**config.mk**
```make
export PLATFORM = sky130hd
export DESIGN_NAME = vetor_para_binario_seq_flat
export DESIGN_NICKNAME = d
export VERILOG_FILES = /design/src/rtl/vetor_para_binario_seq_if.sv /design/src/rtl/vetor_para_binario_seq.sv /design/src/flat_wrapper.sv
export SDC_FILE = /design/constraint.sdc
export NUM_CORES = 1
export LEC_CHECK = 0
export CAP_MARGIN = 10
export CORE_MARGIN = 8
export CORE_UTILIZATION = 40
export CTS_CLUSTER_DIAMETER = 40
export DETAILED_ROUTE_END_ITERATION = 12
export PLACE_DENSITY = 0.62
export SYNTH_ARGS = -nofsm -noshare
export SYNTH_HDL_FRONTEND = slang
export SYNTH_SLANG_ARGS = --single-unit
```
**constraint.sdc**
```tcl
create_clock -name clk -period 3.33 [get_ports clk]
set_input_delay 0.4995 -clock clk [delete_from_list [all_inputs] [get_ports clk]]
set_output_delay 0.4995 -clock clk [all_outputs]
set_load 0.02 [all_outputs]
```
**src/rtl/vetor_para_binario_seq_if.sv**
```systemverilog
// Handshake bundle for the one-hot to index decoder: vector input side and result output side.
interface vetor_para_binario_seq_if #(
  parameter int NUM_BITS = 4
);
  localparam int N = 2 ** NUM_BITS;

  logic                in_valid;
  logic                in_ready;
  logic [N-1:0]        vetor_binario;
  logic                out_valid;
  logic                out_ready;
  logic [NUM_BITS-1:0] numero_decimal;
  logic                erro;

  modport master (
    output in_valid, vetor_binario, out_ready,
    input  in_ready, out_valid, numero_decimal, erro
  );

  modport slave (
    input  in_valid, vetor_binario, out_ready,
    output in_ready, out_valid, numero_decimal, erro
  );
endinterface

```
**src/rtl/vetor_para_binario_seq.sv**
```systemverilog
// Sequential one-hot to index decoder: halves the active segment each cycle, resolving
// one index bit MSB first, and flags vectors that are not exactly one-hot.
module vetor_para_binario_seq #(
  parameter int NUM_BITS = 4
) (
  input  logic                      clk,
  input  logic                      rst_n,
  vetor_para_binario_seq_if.slave   bus
);
  localparam int N      = 2 ** NUM_BITS;
  localparam int STEP_W = $clog2(NUM_BITS) + 1;

  typedef enum logic [1:0] {IDLE, FACTOR, DONE} state_t;

  state_t              state_q, state_d;
  logic [N-1:0]        seg_q;
  logic [STEP_W-1:0]   step_q;
  logic [NUM_BITS-1:0] idx_q;
  logic [NUM_BITS-1:0] numero_q;
  logic                erro_q;

  logic [N-1:0]        lo_mask, up_seg, lo_seg;
  logic                take_up, take_lo, bad, last_step;
  logic [NUM_BITS-1:0] idx_next;

  // Upper bits above the active width are always zero, so a plain right shift
  // yields the upper half without masking.
  always_comb begin
    lo_mask = '0;
    up_seg  = '0;
    for (int unsigned k = 0; k < NUM_BITS; k++) begin
      if (step_q == STEP_W'(k)) begin
        lo_mask = '1;
        lo_mask = lo_mask >> (N - (N >> (k + 1)));
        up_seg  = seg_q >> (N >> (k + 1));
      end
    end
    lo_seg = seg_q & lo_mask;
  end

  assign take_up   = (|up_seg) && !(|lo_seg);
  assign take_lo   = (|lo_seg) && !(|up_seg);
  assign bad       = !(take_up || take_lo);
  assign last_step = (step_q == STEP_W'(NUM_BITS - 1));
  assign idx_next  = (idx_q << 1) | NUM_BITS'(take_up);

  always_comb begin
    state_d = state_q;
    case (state_q)
      IDLE:    if (bus.in_valid) state_d = FACTOR;
      FACTOR:  if (bad || last_step) state_d = DONE;
      DONE:    if (bus.out_ready) state_d = IDLE;
      default: state_d = IDLE;
    endcase
  end

  always_ff @(posedge clk or negedge rst_n) begin
    if (!rst_n) begin
      state_q <= IDLE;
    end else begin
      state_q <= state_d;
    end
  end

  always_ff @(posedge clk or negedge rst_n) begin
    if (!rst_n) begin
      seg_q    <= '0;
      step_q   <= '0;
      idx_q    <= '0;
      numero_q <= '0;
      erro_q   <= 1'b0;
    end else begin
      case (state_q)
        IDLE: begin
          if (bus.in_valid) begin
            seg_q  <= bus.vetor_binario;
            step_q <= '0;
            idx_q  <= '0;
          end
        end
        FACTOR: begin
          if (bad) begin
            erro_q   <= 1'b1;
            numero_q <= '0;
          end else begin
            seg_q  <= take_up ? up_seg : lo_seg;
            step_q <= step_q + 1'b1;
            idx_q  <= idx_next;
            if (last_step) begin
              numero_q <= idx_next;
              erro_q   <= 1'b0;
            end
          end
        end
        default: ;
      endcase
    end
  end

  assign bus.in_ready       = (state_q == IDLE) && rst_n;
  assign bus.out_valid      = (state_q == DONE);
  assign bus.numero_decimal = numero_q;
  assign bus.erro           = erro_q;
endmodule

```
**src/flat_wrapper.sv**
```systemverilog
// flat-port wrapper written by rule: the top's interface ports become plain ports
module vetor_para_binario_seq_flat 
#(
  parameter int NUM_BITS = 4
)
  (clk, rst_n, bus_in_valid, bus_vetor_binario, bus_out_ready, bus_in_ready, bus_out_valid, bus_numero_decimal, bus_erro);
  vetor_para_binario_seq_if #(.NUM_BITS(NUM_BITS)) bus_i ();
  input  logic clk;
  input  logic rst_n;
  input wire logic [$bits(bus_i.in_valid)-1:0] bus_in_valid;
  input wire logic [$bits(bus_i.vetor_binario)-1:0] bus_vetor_binario;
  input wire logic [$bits(bus_i.out_ready)-1:0] bus_out_ready;
  output wire logic [$bits(bus_i.in_ready)-1:0] bus_in_ready;
  output wire logic [$bits(bus_i.out_valid)-1:0] bus_out_valid;
  output wire logic [$bits(bus_i.numero_decimal)-1:0] bus_numero_decimal;
  output wire logic [$bits(bus_i.erro)-1:0] bus_erro;
  assign bus_i.in_valid = bus_in_valid;
  assign bus_i.vetor_binario = bus_vetor_binario;
  assign bus_i.out_ready = bus_out_ready;
  assign bus_in_ready = bus_i.in_ready;
  assign bus_out_valid = bus_i.out_valid;
  assign bus_numero_decimal = bus_i.numero_decimal;
  assign bus_erro = bus_i.erro;
  vetor_para_binario_seq #(.NUM_BITS(NUM_BITS)) u_core (.clk(clk), .rst_n(rst_n), .bus(bus_i));
endmodule
```
Word level (Yosys, flattened, before mapping). Index checks and enable logic that the tools add are counted.

Reductions and logical operators: 16. Eq/ne operators: 10. Multiplexer cells: 26. Add/sub/neg operators: 1. Bitwise logic cells: 2.

Operators with widths (count): 2-to-1 mux 16 bit (9); one-hot mux 16 bit (2 select lines) (1); OR reduction 16 bit (2); AND 16 bit (1); 2-to-1 mux 8 bit (2); 2-to-1 mux 3 bit (4); one-hot mux 3 bit (2 select lines) (2); 2-to-1 mux 4 bit (2); equality test 3 x 2 -> 1 bit, second input constant (2); 2-to-1 mux 2 bit (3); != test 2 x 1 -> 1 bit, second input constant (3); one-hot mux 2 bit (3 select lines) (1); AND reduction 3 bit (2); != test 2 bit, second input constant (2); OR 4 x 1 -> 4 bit (1); adder 3 x 1 -> 3 bit, second input constant (1); equality test 3 x 1 -> 1 bit, second input constant (1); logical AND 1 bit (3); logical NOT 1 bit (3); logical NOT 3 bit (1); equality test 2 x 1 -> 1 bit, second input constant (1); equality test 2 bit, second input constant (1); logical NOT 2 bit (1); logical OR 1 bit (2); 3 further kinds (4).

Output and inout bits: 7. Logic and storage cells: 61. Input bits: 20. Register bits after elaboration: 29.

Depth between registers and ports, before layout. Gate-level depths: netlist of run 1.

Depth after elaboration: 14. Gate-level depth with buffers: 15.

Least setup slack after synthesis of run 1. No wires, ideal clock.

Path kind: flip-flop to flip-flop. Start: register u_core.step_q[1]. End: register u_core.seg_q[14]. Setup slack: 32 ps. Setup time: 141 ps. Required time: 3189 ps. Arrival time: 3157 ps. Clock period less this slack: 3298 ps. Stages on the path, launching flop included: 14. Cell sequence: dfrtp_1 > inv_1 > ha_1 > nor2b_1 > buf_6 > a221o_1 > a32o_1 > nand4b_1 > or3_1 > ha_1 > nand2b_1 > a21oi_1 > clkbuf_1 > a31oi_1.

Cells in the longest elaborated chain, start to end: 12. Elaborated cells on any way between the ends: 25. Classes of those cells: eq/ne: 4; mux: 11; bitwise: 1; reduce/logical: 9.

RTL lines: start, declared (line vetor_para_binario_seq.sv:17) `logic [STEP_W-1:0] step_q;`; start signal, assigned (line vetor_para_binario_seq.sv:87) `step_q <= step_q + 1'b1;`; logical NOT 3 bit (line vetor_para_binario_seq.sv:32) `if (step_q == STEP_W'(k)) begin`; 2-to-1 mux 8 bit (line vetor_para_binario_seq.sv:32); 2-to-1 mux 16 bit (3 in series) (line vetor_para_binario_seq.sv:32); AND 16 bit (line vetor_para_binario_seq.sv:38) `lo_seg = seg_q & lo_mask;`; OR reduction 16 bit (line vetor_para_binario_seq.sv:41, vetor_para_binario_seq.sv:42); logical NOT 1 bit (line vetor_para_binario_seq.sv:41) `assign take_up = (|up_seg) && !(|lo_seg);`; logical AND 1 bit (line vetor_para_binario_seq.sv:41); 2-to-1 mux 16 bit or logical OR 1 bit (tied branches) (line vetor_para_binario_seq.sv:86, vetor_para_binario_seq.sv:43); 2-to-1 mux 16 bit or != test 2 x 1 -> 1 bit (tied branches); one-hot mux 16 bit (2 select lines) or AND reduction 3 bit (tied branches); end signal, assigned (line vetor_para_binario_seq.sv:76) `seg_q <= bus.vetor_binario;`; end signal, assigned (line vetor_para_binario_seq.sv:86) `seg_q <= take_up ? up_seg : lo_seg;`; end, declared (line vetor_para_binario_seq.sv:16) `logic [N-1:0] seg_q;`.

Parallel ways exist; a longest one is shown, timed or not. The select of a mux whose other input is x is not followed. A chain may end at the register's enable or synchronous reset.

Worst setup path in the final report of run 1.
Start: register u_core.step_q[0]. End: register u_core.step_q[2].

Cells in the longest elaborated chain, start to end: 12. Elaborated cells on any way between the ends: 25. Classes of those cells: add/sub: 1; eq/ne: 4; mux: 10; bitwise: 1; reduce/logical: 9.

RTL lines: logical NOT 3 bit (line vetor_para_binario_seq.sv:32); 2-to-1 mux 8 bit (line vetor_para_binario_seq.sv:32); 2-to-1 mux 16 bit (3 in series) (line vetor_para_binario_seq.sv:32); AND 16 bit (line vetor_para_binario_seq.sv:38); OR reduction 16 bit (line vetor_para_binario_seq.sv:41, vetor_para_binario_seq.sv:42); logical NOT 1 bit (line vetor_para_binario_seq.sv:41); logical AND 1 bit (line vetor_para_binario_seq.sv:41); logical OR 1 bit (line vetor_para_binario_seq.sv:43) `assign bad = !(take_up || take_lo);`; != test 2 x 1 -> 1 bit (no source line); AND reduction 3 bit (no source line).

Parallel ways exist; a longest one is shown, timed or not. The select of a mux whose other input is x is not followed.

==> flow_summary.ini, run 1 <==
[status]
status = finished clean

[clock_network]
clock_sinks = 29
cts.htree.levels = 2
hold_buffers = 0
cts_tree = yes
clk_latency_ns = 0.28
root_buffer = clkbuf_8
clkTransAtPathRegs_ns = 0.07
ctsLongestPathBuffers = 2
cts_buffers = 5

[place]
dp_hpwl_microns = 3890
pre_cts_ws_ns = -0.0509
routabilityCongestion = 0.800
post_dp_cell_area_sq_um = 2370
io_buffers = 26

[hold_path]
holdCritPathClass = register to register

[pwr]
p_leak_nw = 1.09
peakVddDrop_mv = 0.504
powerDensity_nw_per_um2 = 998
total_power_mw = 2.60

[setup_path]
required_ns = 3.53
arrival_ns = 3.38
path_class = register to register
endpoint_kind = register
worst_setup_path_start_kind = register
path_max_fanout = 9

[logic_synthesis]
synth_top_family_by_area = compound AO/OA/AOI/OAI gates
synthCells = 226
avgSynthCellArea_sq_um = 8.55
synth_compound_area_frac = 0.302
synth_simple_gate_area_frac = 0.208
seq_area_frac_synth = 0.376
ys_types = 45
ys_seq_elements = 29
synthesis.nets = 252
ys.flop_type = dfrtp_1
synth-warning-count = 0
synth_fa_ha_area_frac = 0.0389
synth_edf_count = 0
syn-cell-area_sq_um = 1930
synthMuxAreaShare = 0.0117
synth_xor_area_frac = 0
async_flop_share = 1.00

[floorplan]
die_x_microns = 85.5
dieArea_sq_um = 7310
rows = 25
fp.coreArea_sq_um = 4690
die_h_microns = 85.5
start_util = 0.412
io_pins = 27

[sta]
fin_crit_ns = 3.17
fin_ws_ns = 0.157
slew_viol_final = 0
min_period_over_period = 0.953
clock_skew_ns = 0.00631
tightestPinTransition_ns = 0.903
hold_ws_ns = 0.490
hold_viol = 0
finalSetupViolations = 0
max_freq_mhz = 315
relSlewSlack = 0.398

[layout]
fin_util = 0.555
fin_area_sq_um = 2610
final_common_cell = nand2_1
drive_gt1_frac = 0.217
layout_common_cells = nand2_1 (33), dfrtp_1 (29), buf_4 (27)
layout-area-overhead-vs-synth_pct = 34.9
insertedDiodeCount = 0
final_nets = 301

[global_route]
globalRouteMet1Util = 0.210
met3_usage = 0.0401
grt_pass1_wl_microns = 9360
globalRouteMet2Util = 0.242
grt_pass1_vias = 1903
grt_overflow_total = 0
grt_max_degree = 30
grt_usage = 0.159
antenna_found_initial = 0
grt.busiest_layer = met2

[route]
ant_nets = 0
via_per_inst = 5.82
dr.pass1.iters = 7
num_vias = 1921
drt_drc_violations_left = 0
totalWireLength_microns = 5630
drtIter0Drc = 189
post_drt_wl_per_cell_microns = 17.1

[job]
max-cap-violations = 0
per-layer routing:
metal / wire length, microns / vias up / part of all wire
met5: 0 / - / 0
li1: - / 935 / -
met3: 258 / 8 / 0.046
met4: 75 / 0 / 0.013
met2: 2600 / 53 / 0.46
met1: 2700 / 925 / 0.48
cell families after synthesis:
kind of cell / Yosys count
AOI/OAI and AO/OA: 82
adders and majority gates: 6
and+or+nand+nor: 82
muxes: 2
DFF: 29
buffers and inverters: 25
through the flow:
step                      std cells  setup TNS (ns)
after global placement          315          -0.113
after global routing            330         -0.0177
final                           330               0
after CTS                       323               0
after floorplan                 226               0
after detailed placement        315          -0.104
critical path, cell delays in order (launching register included):
cell and delay (ns):
dfrtp_1 0.40, inv_1 0.08, ha_1 0.19, nor2b_2 0.22, a221o_1 0.30, a32oi_1 0.28
nand4_1 0.12, or3_1 0.37, ha_1 0.32, nand2b_4 0.17, a21o_4 0.25, or3_1 0.31
o21ai_0 0.08
cell type report:
cell class                      count  area [sq um]
Clock inverter                      3          17.5
Multi-Input combinational cell    173          1180
Fill cell                         413          2090
Inverter                            9          33.8
Timing Repair Buffer               57           517
Clock buffer                        5          68.8
Sequential cell                    29           726
Tap cell                           54          67.6
state kept, by name (all words and copies together), names as in the netlist:
register and flops:
u_core.bus.erro 1, u_core.seg_q 16, u_core.idx_q 3, u_core.bus.numero_decimal 4, u_core.step_q 3, u_core.state_q 2
synthesized netlist by cell type (all sizes together) (6+ instances only):
library cell	count	share of area
nand2	33	0.064
dfrtp	29	0.38
o21ai	24	0.062
nor2	13	0.025
nand2b	11	0.036
clkbuf	9	0.017
inv	9	0.017
a21oi	8	0.021
a221o	8	0.043
a32oi	7	0.032
buf	7	0.029
nor2b	7	0.023
ha	6	0.039
power breakdown:
| group | internal (mW) | total, mW | leakage, nW | switching [mW] |
|---|---|---|---|---|
| registers | 0.481 | 0.680 | 0.364 | 0.199 |
| clock network | 0.144 | 0.281 | 0.0439 | 0.138 |
| logic | 0.873 | 1.64 | 0.680 | 0.768 |
| total | 1.50 | 2.60 | 1.09 | 1.10 |
timing repair:
item	in CTS	in global routing
setup buffers	0	6
setup endpoints to repair	16	22
cloned	0	1
resized for setup	4	16
pin swaps	0	3
worst paths after layout:
check / from / endpoint / slack [ns] / cells past startpoint
max: u_core.step_q[0] / u_core.step_q[2] / 0.16 / 12
min: u_core.idx_q[2] / u_core.idx_q[2] / 0.49 / 2
max reg2reg: u_core.step_q[0] / u_core.step_q[2] / 0.16 / 12
min reg2reg: u_core.idx_q[2] / u_core.idx_q[2] / 0.49 / 2
max in group asynchronous: rst_n / u_core.seg_q[12] / 2.33 / 2
min in group asynchronous: rst_n / u_core.step_q[2] / 0.72 / 2
Note: power is estimated with default switching activity, not from simulation.
==> inputs of run 2 (changes only) <==
Settings changed: HOLD_SLACK_MARGIN from default to 0.03.
==> results of run 2 <==
Final layout, timing and power as in run 1 (identical DEF).
==> inputs of run 3 (changes only) <==
Settings changed: CAP_MARGIN 10 to 20, CELL_PAD_IN_SITES_DETAIL_PLACEMENT from default to 0, CELL_PAD_IN_SITES_GLOBAL_PLACEMENT from default to 1, CORE_UTILIZATION 40 to 37, PLACE_DENSITY 0.62 to 0.74.
==> flow_summary.ini, run 3 (same netlist as run 1, synthesis figures left out) <==
[place]
io_buffers = 26
dp_hpwl_microns = 3930
pre_cts_ws_ns = -0.0583
routabilityCongestion = 0.828

[sta]
slew_viol_final = 0
fin_ws_ns = 0.0810
clock_skew_ns = 0.00577
min_period_over_period = 0.976
hold_ws_ns = 0.485
hold_viol = 0
finalSetupViolations = 0
tightestPinTransition_ns = 0.921
fin_crit_ns = 3.25
fin_setup_tns_ns = 0
max_freq_mhz = 308
relSlewSlack = 0.386

[route]
totalWireLength_microns = 5930
via_per_inst = 5.48
num_vias = 1912
drtIter0Drc = 154
ant_nets = 0
drt_drc_violations_left = 0
post_drt_wl_per_cell_microns = 17.0
dr.pass1.iters = 4

[setup_path]
path_class = register to register
critPathBufInv = 2
worst_setup_path_start_kind = register
critPathTopFamily = simple AND/OR/NAND/NOR gates
crit_top_cell = ha_1
path_cells = inv_1 -> ha_1 -> buf_4 -> a221o_1 -> a32o_1 -> nand4b_1 -> or3_4 -> ha_1 -> nand2b_4 -> a21o_4 -> or3_1 -> o21ai_0
required_ns = 3.54
endpoint_kind = register
reg2reg_to = u_core.step_q[2]
r2r-start = u_core.step_q[1]
rrSetupSlack_ns = 0.08
max_stage_delay_ns = 0.38
worst_r2r_path_depth = 12
crit_slowest_cell = dfrtp_1
path_max_fanout = 11
arrival_ns = 3.46

[floorplan]
die_h_microns = 88.3
dieArea_sq_um = 7790
io_pins = 27
start_util = 0.381
fp.coreArea_sq_um = 5070
rows = 26
die_x_microns = 88.3

[layout]
fillers = 533
top_register = u_core.seg_q
largest_reg_flops = 16
final_nets = 304
drive_gt1_frac = 0.222
insertedDiodeCount = 0
layout_common_cells = nand2_1 (33), buf_4 (31), dfrtp_1 (29)
final_common_cell = nand2_1
layout-area-overhead-vs-synth_pct = 36.9

[global_route]
grt_max_degree = 30
antenna_found_initial = 0
grt_pass1_vias = 1872
grt_pass1_wl_microns = 9520
grt_overflow_total = 0
grt_usage = 0.156

[clock_network]
root_buffer = clkbuf_8
cts.htree.levels = 2
cts_buffers = 5
cts_tree = yes
hold_buffers = 0
ctsLongestPathBuffers = 2
clkTransAtPathRegs_ns = 0.07
clk_latency_ns = 0.29
clock_sinks = 29

[job]
max-cap-violations = 0

[pwr]
p_leak_nw = 1.10
powerDensity_nw_per_um2 = 1010
peakVddDrop_mv = 0.486

[hold_path]
min_from = u_core.idx_q[2]
whs_endpoint = u_core.idx_q[2]
holdCritPathClass = register to register
hold_path_depth = 2

[status]
status = finished clean
[run 3: how the worst max path moves through the flow]
stage	start	end	slack, ns	cells past startpoint
5_1_grt	u_core.step_q[0]	u_core.seg_q[4]	-0.07	14
3_5_place_dp	u_core.step_q[0]	u_core.seg_q[13]	-0.06	12
4_1_cts	u_core.step_q[0]	u_core.seg_q[0]	0.01	14
2_1_floorplan	u_core.step_q[1]	u_core.seg_q[14]	0.03	13
6_report	u_core.step_q[1]	u_core.step_q[2]	0.08	12
3_3_place_gp	u_core.step_q[0]	u_core.seg_q[13]	-0.04	12
[run 3: through the flow]
step           instances  power (mW)  utilization  instance area, sq um
6_report             349        2.68        0.521                  2640
5_1_grt              349        2.89        0.521                  2640
4_1_cts              338        2.44        0.493                  2500
3_5_place_dp         330        2.09        0.469                  2380
3_3_place_gp         330        2.10        0.469                  2380
2_1_floorplan        226        1.55            -                  1930
[run 3: where the power goes]
| part | switching, mW | internal [mW] | total, mW | leakage [nW] |
|---|---|---|---|---|
| combinational | 0.791 | 0.924 | 1.71 | 0.696 |
| sequential | 0.192 | 0.481 | 0.672 | 0.364 |
| clock | 0.146 | 0.144 | 0.290 | 0.0439 |
| total | 1.13 | 1.55 | 2.68 | 1.10 |
[run 3: layer usage]
layer | wire length [microns] | part of all wire | global-route usage
met1 | 2840 | 0.48 | 0.220
met2 | 2700 | 0.46 | 0.216
met3 | 303 | 0.051 | 0.0455
met4 | 90 | 0.015 | 0.0584
met5 | 0 | 0 | 0
[run 3: timing repair]
item                                    CTS  global route
gates cloned                              0             1
gates resized for setup                   6            13
setup buffers                             0            10
endpoints found under the setup margin   17            22
pin swaps                                 0             7
[run 3: worst register-to-register path, cell delays in order, from the launching register on]
cell and delay, ns:
dfrtp_1 0.38, inv_1 0.09, ha_1 0.22, buf_4 0.18, a221o_1 0.36, a32o_1 0.27, nand4b_1 0.18, or3_4 0.35
ha_1 0.33, nand2b_4 0.18, a21o_4 0.26, or3_1 0.31, o21ai_0 0.07
[run 3: area by class of cell]
cell class	count	area, sq um	share of cell area
Timing Repair Buffer	60	536	0.203
Inverter	9	33.8	0.0128
Multi-Input combinational cell	173	1170	0.444
Sequential cell	29	726	0.274
Tap cell	70	87.6	0.0331
Clock buffer	5	68.8	0.0260
Clock inverter	3	17.5	0.00663
